$ cat config.mk
export PLATFORM = sky130hd
export DESIGN_NAME = if_fetch_stage_flat
export DESIGN_NICKNAME = d
export VERILOG_FILES = /design/src/rtl/imem_if.sv /design/src/rtl/if_fetch_stage.sv /design/src/flat_wrapper.sv
export SDC_FILE = /design/constraint.sdc
export NUM_CORES = 1
export LEC_CHECK = 0
export CAP_MARGIN = 20
export CELL_PAD_IN_SITES_DETAIL_PLACEMENT = 2
export CELL_PAD_IN_SITES_GLOBAL_PLACEMENT = 2
export CORE_AREA = 5 5 188 190
export CTS_BUF_LIST = sky130_fd_sc_hd__clkbuf_4
export DETAILED_ROUTE_END_ITERATION = 16
export DIE_AREA = 0 0 193 195
export HOLD_SLACK_MARGIN = 0.08
export PLACE_DENSITY = 0.86
export SKIP_CTS_REPAIR_TIMING = 1
export SYNTH_ARGS = -nofsm -noshare
export SYNTH_HDL_FRONTEND = slang
export SYNTH_SLANG_ARGS = --single-unit
$ cat constraint.sdc
create_clock -name clk -period 1.9 [get_ports clk]
set_input_delay 0.285 -clock clk [delete_from_list [all_inputs] [get_ports clk]]
set_output_delay 0.285 -clock clk [all_outputs]
set_load 0.005 [all_outputs]
$ cat src/rtl/imem_if.sv
// imem_if: instruction-memory request/acknowledge handshake between fetch stage and memory.
interface imem_if;
    logic        req;
    logic [31:0] addr;
    logic        ack;
    logic [31:0] data;
    modport master (output req, addr, input ack, data);
    modport slave  (input req, addr, output ack, data);
endinterface

$ cat src/rtl/if_fetch_stage.sv
// if_fetch_stage: MIPS IF stage owning the PC, the imem handshake and the IF/ID register.
module if_fetch_stage #(
    parameter logic [31:0] RESET_PC  = 32'h0000_0000,
    parameter logic [31:0] NOP_INSTR = 32'h0000_0000
) (
    input  logic          clk,
    input  logic          rst_n,
    input  logic [31:0]   In_NextPC,
    input  logic          Ctrl_Redirect,
    input  logic          Ctrl_Stall,
    imem_if.master        imem,
    output logic [31:0]   PC_out,
    output logic [31:0]   IFID_Instr,
    output logic [31:0]   IFID_PC_plus_4,
    output logic          IFID_Valid
);
    typedef enum logic [1:0] {IDLE, FETCH, HOLD, DROP} state_t;
    state_t      state;
    logic [31:0] pc, addr, hold_instr, hold_pc4, pc4, target;
    logic        ack;
    assign pc4       = pc + 32'd4;
    assign target    = In_NextPC & ~32'h3;
    assign ack       = imem.req & imem.ack;
    assign imem.req  = (state == FETCH) || (state == DROP);
    assign imem.addr = addr;
    assign PC_out    = pc;
    // addr follows pc except in DROP, where it keeps the abandoned request stable until acked
    always_ff @(posedge clk or negedge rst_n) begin
        if (!rst_n) begin
            state          <= IDLE;
            pc             <= RESET_PC;
            addr           <= RESET_PC;
            IFID_Instr     <= NOP_INSTR;
            IFID_PC_plus_4 <= '0;
            IFID_Valid     <= 1'b0;
            hold_instr     <= NOP_INSTR;
            hold_pc4       <= '0;
        end else if (Ctrl_Redirect) begin
            pc         <= target;
            IFID_Instr <= NOP_INSTR;
            IFID_Valid <= 1'b0;
            hold_instr <= NOP_INSTR;
            hold_pc4   <= '0;
            if (imem.req && !ack) begin
                state <= DROP;
            end else begin
                state <= FETCH;
                addr  <= target;
            end
        end else begin
            case (state)
                IDLE: state <= FETCH;
                FETCH: begin
                    if (Ctrl_Stall) begin
                        if (ack) begin
                            hold_instr <= imem.data;
                            hold_pc4   <= pc4;
                            state      <= HOLD;
                        end
                    end else if (ack) begin
                        IFID_Instr     <= imem.data;
                        IFID_PC_plus_4 <= pc4;
                        IFID_Valid     <= 1'b1;
                        pc             <= pc4;
                        addr           <= pc4;
                    end else begin
                        IFID_Instr <= NOP_INSTR;
                        IFID_Valid <= 1'b0;
                    end
                end
                HOLD: begin
                    if (!Ctrl_Stall) begin
                        IFID_Instr     <= hold_instr;
                        IFID_PC_plus_4 <= hold_pc4;
                        IFID_Valid     <= 1'b1;
                        pc             <= pc4;
                        addr           <= pc4;
                        state          <= FETCH;
                    end
                end
                DROP: begin
                    IFID_Instr <= NOP_INSTR;
                    IFID_Valid <= 1'b0;
                    if (ack) begin
                        state <= FETCH;
                        addr  <= pc;
                    end
                end
                default: state <= IDLE;
            endcase
        end
    end
endmodule

$ cat src/flat_wrapper.sv
// flat-port wrapper written by rule: the top's interface ports become plain ports
module if_fetch_stage_flat 
#(
    parameter logic [31:0] RESET_PC  = 32'h0000_0000,
    parameter logic [31:0] NOP_INSTR = 32'h0000_0000
)
  (clk, rst_n, In_NextPC, Ctrl_Redirect, Ctrl_Stall, PC_out, IFID_Instr, IFID_PC_plus_4, IFID_Valid, imem_req, imem_addr, imem_ack, imem_data);
  imem_if imem_i ();
  input  logic clk;
  input  logic rst_n;
  input  logic [31:0] In_NextPC;
  input  logic Ctrl_Redirect;
  input  logic Ctrl_Stall;
  output logic [31:0] PC_out;
  output logic [31:0] IFID_Instr;
  output logic [31:0] IFID_PC_plus_4;
  output logic IFID_Valid;
  output wire logic [$bits(imem_i.req)-1:0] imem_req;
  output wire logic [$bits(imem_i.addr)-1:0] imem_addr;
  input wire logic [$bits(imem_i.ack)-1:0] imem_ack;
  input wire logic [$bits(imem_i.data)-1:0] imem_data;
  assign imem_req = imem_i.req;
  assign imem_addr = imem_i.addr;
  assign imem_i.ack = imem_ack;
  assign imem_i.data = imem_data;
  if_fetch_stage #(.RESET_PC(RESET_PC), .NOP_INSTR(NOP_INSTR)) u_core (.clk(clk), .rst_n(rst_n), .In_NextPC(In_NextPC), .Ctrl_Redirect(Ctrl_Redirect), .Ctrl_Stall(Ctrl_Stall), .imem(imem_i), .PC_out(PC_out), .IFID_Instr(IFID_Instr), .IFID_PC_plus_4(IFID_PC_plus_4), .IFID_Valid(IFID_Valid));
endmodule
======== Yosys cells after proc, flatten, opt, wreduce, memory -nomap -nowiden ========
Index checks and enable logic that the tools add are counted.
cells by class
  add/sub/neg operators ................... 1
  equality and inequality tests ........... 12
  multiplexer cells ....................... 35
  bitwise operators ....................... 2
  reductions and logical operators ........ 16
operator list
  kind                   count
  $mux 32                19
  $pmux 32 s3            2
  $pmux 32 s2            2
  $add 32x3->32 const B  1
  $mux 2                 6
  $ne 3x3->1 const B     3
  $pmux 2 s4             1
  $reduce_and 4->1       2
  $reduce_bool 2->1      4
  $ne 2x2->1 const B     3
  $ne 3x2->1 const B     2
  $reduce_and 3->1       2
  $reduce_and 6->1       1
  $reduce_and 5->1       1
  $eq 2x2->1 const B     2
  $mux 1                 4
  $reduce_bool 4->1      1
  $pmux 1 s3             1
  $reduce_bool 3->1      1
  $eq 2x1->1 const B     1
  $logic_not 2->1        1
  $ne 2x1->1 const B     1
  $and 1x1->1            1
  $logic_and 1x1->1      1
  other kinds (3)        3
storage, ports and cells
  register bits after elaboration ......... 195
  input bits .............................. 69
  output and inout bits ................... 130
  logic and storage cells ................. 74

======== Depth between registers and ports, before layout ========
Gate-level depths: netlist of the first run.
  depth after elaboration ................. 7
  depth in mapped cells ................... 8
  depth with buffers taken out ............ 6

======== Least setup slack after synthesis of the first run ========
Ideal clock, no wire load.
  path kind ............................... reg-to-reg
  start ................................... reg u_core.pc[3], in the netlist u_core.PC_out[3]
  end ..................................... reg u_core.hold_pc4[26]
  data arrival time ....................... 1.894 ns
  slack ................................... -0.081 ns
  stages on the path, launching flop included .. 9
  path buffers ............................ 2
  period minus slack after synthesis ...... 1.981 ns
  path through ............................ dfrtp_1 -> ha_1 -> and4_1 -> buf_2 -> nand4_4 -> buf_6 -> nor4_4 -> nor2_1 -> a211oi_2
on the way
  cells in the longest elaborated chain, start to end .. 5
RTL lines
  item                      line                  source
  start: declaration        if_fetch_stage.sv:19  logic [31:0] pc, addr, hold_instr, hold_pc4, pc4, target;
  start signal: assignment  if_fetch_stage.sv:39  pc <= target;
  start signal: assignment  if_fetch_stage.sv:64  pc <= pc4;
  start signal: assignment  if_fetch_stage.sv:76  pc <= pc4;
  $add 32x3->32             if_fetch_stage.sv:21  assign pc4 = pc + 32'd4;
  $mux 32                   if_fetch_stage.sv:55  if (ack) begin
  $mux 32                   if_fetch_stage.sv:54  if (Ctrl_Stall) begin
  $mux 32                   if_fetch_stage.sv:51  case (state)
  $mux 32                   if_fetch_stage.sv:38  end else if (Ctrl_Redirect) begin
  end signal: assignment    if_fetch_stage.sv:57  hold_pc4 <= pc4;
  end: declaration          if_fetch_stage.sv:19
No other way between the ends. The select of a mux whose other input is x is not followed.
A chain may end at the register's enable or synchronous reset.

======== Worst setup path after layout of the first run ========
  start ................................... reg u_core.pc[2], in the netlist u_core.PC_out[2]
  end ..................................... reg u_core.addr[17], in the netlist u_core.imem.addr[17]
on the way
  cells in the longest elaborated chain, start to end .. 5
RTL lines
  item                    line                  source
  $add 32x3->32 (*)       if_fetch_stage.sv:21
  $mux 32                 if_fetch_stage.sv:60  end else if (ack) begin
  $mux 32                 if_fetch_stage.sv:54
  $pmux 32 s3 (*)         if_fetch_stage.sv:51
  $mux 32 (*)             if_fetch_stage.sv:38
  end signal: assignment  if_fetch_stage.sv:48  addr <= target;
  end signal: assignment  if_fetch_stage.sv:65  addr <= pc4;
  end signal: assignment  if_fetch_stage.sv:77  addr <= pc4;
  end: declaration        if_fetch_stage.sv:19
Every way passes the cells marked *; elsewhere a longest branch is shown, timed or not. The select of a mux whose other input is x is not followed.

==> results_dict.tcl, run 1 <==
set metrics [dict create \
    drc_errors 0 \
    overflow 0 \
    seq_area_frac_synth 0.499 \
    synth-adder-area-share 0.00131 \
    start_util 0.286 \
    critPathCaptureType "flop" \
    portBuffers 194 \
    path_max_fanout 7 \
    ant_nets 0 \
    dr.pass1.iters 5 \
    yosys_warnings 0 \
    period_share 1.33 \
    ys_top_cells_by_area "dfrtp_1 (50%), nand2_1 (6.9%), o21ai_0 (5.5%), xnor2_1 (3.9%), nor2_1 (3.5%)" \
    yosysTopAreaCell "dfrtp_1" \
    power_density_nw_per_um2 763 \
    relSlewSlack 0.491 \
    multiInputGateArea_um2 5020 \
    finalNonFillerCells 1872 \
    rows 67 \
    worstSetupPathType "flop to flop" \
    start_kind "flop" \
    place.gp.congestion 0.859 \
    io_pins 199 \
    track_usage 0.217 \
    grt_pass1_wl_mm 63.5 \
    yosys.cell_count.top_type "dfrtp_1" \
    violations "negative setup slack" \
    synth_edf_count 0 \
    outcome "finished with violations" \
    nNetsFinal 1480 \
    p_total_uw 11600 \
    synth.ff_latch_count 190 \
    via_count 10609 \
    grt_pass1_vias 10322 \
    via_per_inst 5.67 \
    core_um2 33300 \
    die_y_um 195 \
    clk_latency_ps 710 \
    post-route-min-period_ps 2530 \
    register_area_um2 4760 \
    synthesis.area_um2 9530 \
    maxCapViolCount 0 \
    utilization 0.458 \
    synth_top_family_by_area "simple AND/OR/NAND/NOR gates" \
    syn_area_per_cell_um2 9.07 \
    wire_per_inst_um 31.1 \
    cts.path.max_buffers 2 \
    syn_to_final_growth_pct 60.0 \
    drt_iter0_drc 756 \
    yosys.area_share.simple 0.191 \
    worst_pin_slew_ps 759 \
    hp-class "primary input to async pin" \
    dpl.cell_count 1720 \
    cts_tree "yes" \
    setup_viol 121 \
    die_x_um 193 \
    synth_cells 1051 \
    synth_top_area_frac 0.499 \
    fmax_ghz 0.395 \
    synthMuxAreaShare 0.0105 \
    synth.distinct_cells 61 \
    cp_data_arrival_time_ps 3130 \
    dp_hpwl_mm 29.6 \
    fillers 3465 \
    cp.required_ps 2500 \
    htree_levels 4 \
    grt_start_max_net_pins 66 \
    die-area_um2 37600 \
    antenna_found_initial 1 \
    layout_setup_ws_ps -634 \
    synth_common_cells "dfrtp_1 (190), nand2_1 (176), o21ai_0 (104), nor2_1 (89), a21oi_1 (63)" \
    layout-drive-gt1-share 0.296 \
    ys_async_sr_fraction 1.00 \
    hold_viol_final 0 \
    irDropWorstVdd_v 0.000373 \
    synth_compound_area_frac 0.189 \
    rsz0062_at_grt "true" \
    synth-xor-area-share 0.0551 \
    p_leak_uw 0.00739 \
    synth-main-ff-cell "dfrtp_1" \
    clk_pin_slew_ps 240 \
    clock_sinks 190 \
    drt-total-wl_mm 58.3 \
    numCtsBuffers 17 \
    skew_ps 49.7 \
    drv_slew 0 \
    cts_root_buffer "clkbuf_4" \
]
[critical path, cell delays in order, from the launching register on]
cell and delay, ps:
dfrtp_1 480, buf_6 130, buf_6 130, nand4_1 210
nor4_2 510, buf_4 240, xor2_4 260, buf_4 160
a21oi_1 90, a21oi_1 190
[metrics by stage]
step           area, µm²  setup slack, ps  TNS [ps]  hold WS (ps)
2_1_floorplan       9550             31.1         0         -10.6
3_3_place_gp       12800             -255    -10210           286
3_5_place_dp       12800             -383    -21980           292
4_1_cts            13100             -347    -16780          -420
5_1_grt            15300             -614    -25910           135
6_report           15300             -634    -24610           134
[final timing paths]
path                                       startpoint                        end  slack (ps)  cells past startpoint
worst max register to register       u_core.PC_out[2]       u_core.imem.addr[17]        -630                      9
worst max-delay path                 u_core.PC_out[2]       u_core.imem.addr[17]        -630                      9
worst min register to register  u_core.IFID_Instr[25]      u_core.IFID_Instr[25]         510                      2
min in group clk                        imem_data[21]      u_core.hold_instr[21]         160                      3
worst min-delay path                            rst_n        u_core.hold_pc4[20]         130                      2
max in group asynchronous                       rst_n  u_core.IFID_PC_plus_4[10]        1040                      3
[power by group]
group	internal, µW	switching, µW	leakage, µW
sequential	4510	434	0.00243
clock	758	1950	0.000171
combinational	1890	2090	0.00479
[placed cells by master (no fill, tap or decap), types with 6 or more instances in the layout]
cell             netlist  final
o31ai_1               11      7
nor3_4                 0      7
dlymetal6s2s_1         0     91
nor4_4                 3     12
a22oi_1               32     32
o211ai_1              11     11
clkdlybuf4s50_1        0    100
o21ai_2                0      6
nor2_1                89     76
dfrtp_1              190    183
nand2b_1               8      7
nor2_2                 0      9
nand4_1               16     16
buf_4                 10    180
a211oi_2               4     13
a211oi_1              26     16
xor2_1                18     12
a21oi_1               63     56
inv_8                  0      6
xnor2_1               42     35
buf_12                 0     22
xnor2_2                0      6
nand3_1               16     14
dfrtp_2                0      7
inv_1                  8      7
buf_6                  2     38
and3_1                12      9
mux2_2                 8      8
nand2_1              176    174
o21ai_1                8     42
clkbuf_4               0     17
nor3_1                22     13
o21ai_0              104     63
[layer usage]
layer | share of wire | vias to the layer above | global-route usage
met5 | 0 | - | 0
met2 | 0.50 | 513 | 0.374
met3 | 0.049 | 196 | 0.0334
met4 | 0.061 | 0 | 0.0758
li1 | - | 4349 | -
met1 | 0.39 | 5551 | 0.276
[state kept, by name, indices dropped and copies added, names as in the netlist]
name / cells
u_core.imem.addr: 31
u_core.hold_pc4: 31
u_core.IFID_PC_plus_4: 31
u_core.IFID_Valid: 1
u_core.IFID_Instr: 32
u_core.PC_out: 30
u_core.state: 2
u_core.hold_instr: 32
[layout make-up]
type                            count  share of cell area
Multi-Input combinational cell    750               0.329
Sequential cell                   190               0.312
Timing Repair Buffer              443               0.299
Tap cell                          448              0.0367
Clock inverter                     15              0.0125
Clock buffer                       17             0.00837
Inverter                            8             0.00197
Antenna cell                        1            0.000164
[kinds of logic after synthesis]
group | Yosys count
fa+ha+maj | 1
flops | 190
mux | 9
compound gates | 294
xor+xnor | 60
simple gates | 384
other cells | 1
buf+inv | 112
Note: power is estimated with default switching activity, not from simulation.
==> run 2, diff against run 1 <==
--- a/config.mk
+++ b/config.mk
@@ -8,10 +8,10 @@
 export CAP_MARGIN = 20
 export CELL_PAD_IN_SITES_DETAIL_PLACEMENT = 2
 export CELL_PAD_IN_SITES_GLOBAL_PLACEMENT = 2
-export CORE_AREA = 5 5 188 190
+export CORE_AREA = 5 5 263 137
 export CTS_BUF_LIST = sky130_fd_sc_hd__clkbuf_4
 export DETAILED_ROUTE_END_ITERATION = 16
-export DIE_AREA = 0 0 193 195
+export DIE_AREA = 0 0 268 142
 export HOLD_SLACK_MARGIN = 0.08
 export PLACE_DENSITY = 0.86
 export SKIP_CTS_REPAIR_TIMING = 1
==> results_dict.tcl, run 2 (synthesized netlist as in run 1, its figures left out) <==
set metrics [dict create \
    outcome "finished with violations" \
    violations "negative setup slack" \
    skew_ps 44.6 \
    nNetsFinal 1479 \
    htree_levels 4 \
    dp_hpwl_mm 33.2 \
    syn_to_final_growth_pct 57.5 \
    critPathCaptureType "flop" \
    fillers 3500 \
    track_usage 0.230 \
    numCtsBuffers 17 \
    fmax_ghz 0.459 \
    drt_iter0_drc 1103 \
    relSlewSlack 0.585 \
    setup_viol 107 \
    route.met3.wl_mm 3.92 \
    dpl_cell_area_um2 12800 \
    layout-drive-gt1-share 0.283 \
    clk_latency_ps 710 \
    path_max_fanout 6 \
    irDropWorstVdd_v 0.000471 \
    antenna_found_initial 1 \
    worst_pin_slew_ps 618 \
    via_per_inst 5.72 \
    hp-class "primary input to async pin" \
    die_x_um 268 \
    grt_pass1_vias 10439 \
    cp_cell_sequence "ha_4 -> and4_4 -> nand4_4 -> buf_4 -> nor3_2 -> xnor2_1 -> a21boi_1" \
    io_pins 199 \
    dr.pass1.iters 7 \
    clk_pin_slew_ps 210 \
    drc_errors 0 \
    cts.path.max_buffers 2 \
    pre_cts_slack_ps -362 \
    place.gp.congestion 0.926 \
    slowest_delay_ps 470 \
    drv_slew 0 \
    grt_start_max_net_pins 64 \
    core_um2 33600 \
    rows 48 \
    cts_root_buffer "clkbuf_4" \
    start_kind "flop" \
    met1Wirelength_mm 24.2 \
    period_share 1.15 \
    overflow 0 \
    design_area_um2 15000 \
    wl_met2_mm 27.2 \
    ant_nets 0 \
    start_util 0.283 \
    clock_sinks 190 \
    final_cell_mix "buf_4 (191), dfrtp_1 (182), nand2_1 (174), dlymetal6s2s_1 (124), o21ai_0 (84)" \
    routed.top_layer "met4" \
    maxCapViolCount 0 \
    drt-total-wl_mm 57.8 \
    layout_commonest_cell "buf_4" \
    hold_viol_final 0 \
    post-route-min-period_ps 2180 \
    grt_pass1_wl_mm 66.9 \
    power_density_nw_per_um2 753 \
    rsz0062_at_grt "true" \
    cts_tree "yes" \
    die_y_um 142 \
    layout_setup_ws_ps -277 \
    top_regs "u_core.IFID_Instr: 32 flops, u_core.hold_instr: 32 flops" \
    crit_path_top_delay_cell "dfrtp_1" \
    wire_per_inst_um 30.9 \
    die-area_um2 38100 \
    worstSetupPathType "flop to flop" \
    cp_data_arrival_time_ps 2800 \
    via_count 10717 \
    cp.required_ps 2520 \
    portBuffers 194 \
    p_leak_uw 0.00773 \
]
[run 2: cell types whose count changed in the layout (fill, tap and decap cells not counted), sizes merged]
cell,delta
clkdlybuf4s50,-32
bufinv,-1
dlymetal6s2s,+33
inv,-2
clkinvlp,+2
clkinv,+1
buf,+2
clkbuf,-4
[run 2: power by group]
part / leakage, µW / internal [µW] / total (µW) / switching, µW
Combinational: 0.00515 / 1820 / 3890 / 2070
Sequential: 0.00243 / 4510 / 4910 / 394
Clock: 0.000153 / 613 / 2510 / 1900
Total: 0.00773 / 6940 / 11300 / 4370
[run 2: metrics by stage]
step / power (µW) / std cells / hold slack (ps) / TNS, ps / utilization
detailed placement: 8060 / 1729 / 269 / -25080 / 0.382
global route: 11700 / 1873 / 47.9 / -15530 / 0.447
floorplan: 5950 / 1052 / -10.6 / 0 / -
finish: 11300 / 1873 / 77.2 / -12240 / 0.447
global placement: 7840 / 1729 / 269 / -11420 / 0.382
CTS: 10500 / 1761 / -515 / -22280 / 0.391
[run 2: critical path, delay by kind of cell, from the launching register on]
family	cells	cell delay (ps)
AO/OA/AOI/OAI	1	270
XOR/XNOR	1	140
adder cells (fa/ha/maj)	1	190
buffers and inverters	1	240
flip-flops	1	470
AND/OR/NAND/NOR	3	780
[run 2: layer usage]
layer,up-vias,GRT usage
li1,4360,-
met1,5617,0.315
met2,567,0.370
met3,173,0.0549
met4,0,0.0627
met5,-,0
[run 2: final timing paths]
| check | startpoint | end | slack, ps | cells past startpoint |
|---|---|---|---|---|
| max | u_core.PC_out[2] | u_core.PC_out[18] | -280 | 7 |
| min | rst_n | u_core.hold_instr[8] | 80 | 2 |
| max reg2reg | u_core.PC_out[2] | u_core.PC_out[18] | -280 | 7 |
| min reg2reg | u_core.IFID_Instr[12] | u_core.IFID_Instr[12] | 500 | 2 |
| max in group asynchronous | rst_n | u_core.PC_out[9] | 1060 | 3 |
| min in group clk | imem_data[14] | u_core.hold_instr[14] | 140 | 3 |
[run 2: area by class of cell]
| cell class | count | area, µm² | share of cell area |
|---|---|---|---|
| diodes | 1 | 2.50 | 0.000167 |
| clock buffers | 17 | 128 | 0.00850 |
| clock inverters | 15 | 169 | 0.0112 |
| inverters | 8 | 30.0 | 0.00200 |
| multi-input cells | 750 | 4880 | 0.325 |
| flip-flops and latches | 190 | 4760 | 0.317 |
| well taps | 450 | 563 | 0.0375 |
| repair buffers | 442 | 4490 | 0.299 |
==> RTL edit, RTL diff (flow settings as in run 2) <==
The 4 states of `state_t` get a one-hot encoding in 4 bits.
--- a/src/rtl/if_fetch_stage.sv
+++ b/src/rtl/if_fetch_stage.sv
@@ -16,3 +16,3 @@
 );
-    typedef enum logic [1:0] {IDLE, FETCH, HOLD, DROP} state_t;
+    typedef enum logic [3:0] {IDLE = 4'b0001, FETCH = 4'b0010, HOLD = 4'b0100, DROP = 4'b1000} state_t;
     state_t      state;
Check against the original RTL: same outputs for any inputs over 4 cycles, from zero or initial values and one cycle with rst_n low; so few cycles prove little.
==> RTL edit against run 2 <==
The flow still finishes with violations (negative setup slack). Synthesized area up 5.9%. Setup slack worse by 0.40 ns. Worst hold slack worse by 0.0029 ns. Cell area up 16%. Sequential cell count up 2. Global-route usage down 0.088 points. Core utilization up 7.0 points. Wire length up 17%. Critical path type unchanged. Largest cell class unchanged. Highest routed layer is now met5.
Power is not compared: it rests on default switching activity, and its combinational part moved more than twofold at a synthesized area within 25%.
==> RTL edit: results (changes against run 2) <==
[metrics] number of antenna violations at the first check in global routing: 2 (+1)
[metrics] layout cells sized above 1: 42.10% (+14 points)
[metrics] count of routing violations after the opening detailed-route iteration: 842 (-24%)
[metrics] vias in the first global route: 10700 (+2.5%)
[metrics] largest registers: u_core.IFID_Instr: 32 flops, u_core.hold_instr: 32 flops
[metrics] post-detail-place hpwl: 33640 um (+1.3%)
[metrics] slew at the pin closest to its max-slew limit: 0.9733 ns (+0.3550 ns)
[metrics] CP Max Fanout: 8 (+2)
[metrics] cells after synthesis: 1080 (+2.8%)
[metrics] run status: finished with violations
[metrics] root cell of the clock tree: clkbuf_4
[metrics] cells taking the most area after synthesis: dfrtp_1 47%, nand2_1 6.8%, a21oi_1 3.9%
[metrics] total number of yosys warnings: 0 (unchanged)
[metrics] FF-to-FF path depth: 10 (+3)
[metrics] Cells after DPL: 1777 (+2.8%)
[metrics] Largest delay share family, worst path: buffers and inverters
[metrics] final weighted congestion in routability-driven placement: 0.8976 (-3.1%)
[metrics] Total GRT Usage: 22.95% (-0.088 points)
[metrics] total negative slack for setup checks: -63.34 ns (-51.09 ns)
[metrics] input/output buffers: 194 (unchanged)
[metrics] Via density: 5.826 (+1.8%)
[metrics] top cells by instance count after synthesis: 191 x dfrtp_1, 184 x nand2_1, 78 x a21oi_1
[metrics] mean routed wirelength per cell: 34.41 um (+12%)
[metrics] largest net degree at the start of global routing: 67 (+4.7%)
[metrics] TritonRoute pass-1 iters: 5 (-2)
[metrics] Finish-stage setup viols: 245 (+130%)
[metrics] xor/xnor cell area share of the yosys netlist: 6.330% (+0.82 points)
[metrics] violations in the final reports: negative setup slack
[metrics] clock-pin slew reported for the worst setup and hold paths after clock tree synthesis: 0.22 ns
[metrics] sequential area share after synthesis: 47.58% (-2.3 points)
[metrics] LEAKAGE: approximately 7.6 nW
[metrics] proportion of synthesized area in mux cells: 2.081% (+1.0 points)
[metrics] TritonCTS buffer count: 17 (unchanged)
[metrics] total number of nets in the final design: 1570 (+6.2%)
[metrics] Post-Synth Adder-Cell Area: 0.1239% (-0.0074 points)
[metrics] delay of the slowest cell on the worst path: 0.51 ns (+0.04 ns)
[metrics] Unique masters post-synth: 73 (+20%)
[metrics] post-synthesis async set-or-reset flop share: 100.0% (unchanged)
[metrics] fillers: 3343 (-4.5%)
[metrics] CP max-delay cell: o211ai_1
[metrics] r2r startpoint: u_core.state[1]
[metrics] insertion delay of the later-clocked pin in the worst-skew pair: just over 0.7 ns
[metrics] post-route clock skew: 0.06477 ns (+0.02018 ns)
[metrics] Worst R2R End: u_core.IFID_PC_plus_4[20]
[metrics] Final Non-Filler Cells: 1963 (+4.8%)
[metrics] worst-case setup margin in the final layout: -0.6728 ns (-0.3953 ns)
[metrics] complex-gate fraction of the synthesized area: 18.59% (-0.28 points)
[metrics] final antenna diode count: 0 (-1)
[metrics] wire length of the first global-routing pass: 67290 um (+0.53%)
[RTL edit: cell count changes after synthesis, sizes merged, moves of 11 or more]
| cell | change |
|---|---|
| o31ai | +28 |
| clkbuf | -14 |
| o21ai | -70 |
| nand3 | +23 |
| mux2i | +11 |
| a21o | +12 |
| xnor2 | -13 |
| nor2 | -25 |
| buf | +16 |
| xor2 | +26 |
| a21oi | +15 |
[RTL edit: routing by layer]
| metal | vias up | global-route usage, % | wire length [um] |
|---|---|---|---|
| met2 | 549 | 38.00 | 32430 |
| met4 | 2 | 6.643 | 3188 |
| met3 | 177 | 4.301 | 4919 |
| met5 | - | 0 | 13 |
| li1 | 4630 | - | - |
| met1 | 6078 | 31.04 | 26990 |
[RTL edit: cell type report]
cell class	count	share of cell area (%)
Timing Repair Buffer	505	31.58
Multi-Input combinational cell	769	35.40
Clock inverter	15	0.8932
Sequential cell	192	27.83
Tap cell	450	3.241
Clock buffer	17	0.7347
Inverter	15	0.3241
[RTL edit: where the power goes]
part | internal, mW | switching, mW
Clock | 0.691 | 1.90
Combinational | 5.10 | 5.12
Sequential | 5.09 | 1.01
[RTL edit: per-stage QoR]
stage | cell area (um^2) | hold WS [ns] | util, % | setup WS (ns) | power [mW]
5_1_grt | 17370 | 0.1031 | 51.65 | -0.6488 | 19.44
3_5_place_dp | 13640 | 0.2848 | 40.54 | -0.5498 | 12.66
3_3_place_gp | 13640 | 0.2732 | 40.54 | -0.3789 | 12.15
6_report | 17370 | 0.07435 | 51.65 | -0.6728 | 18.90
4_1_cts | 13920 | -0.4793 | 41.38 | -0.8436 | 15.09
2_1_floorplan | 10150 | -0.01059 | - | -0.06184 | 8.515
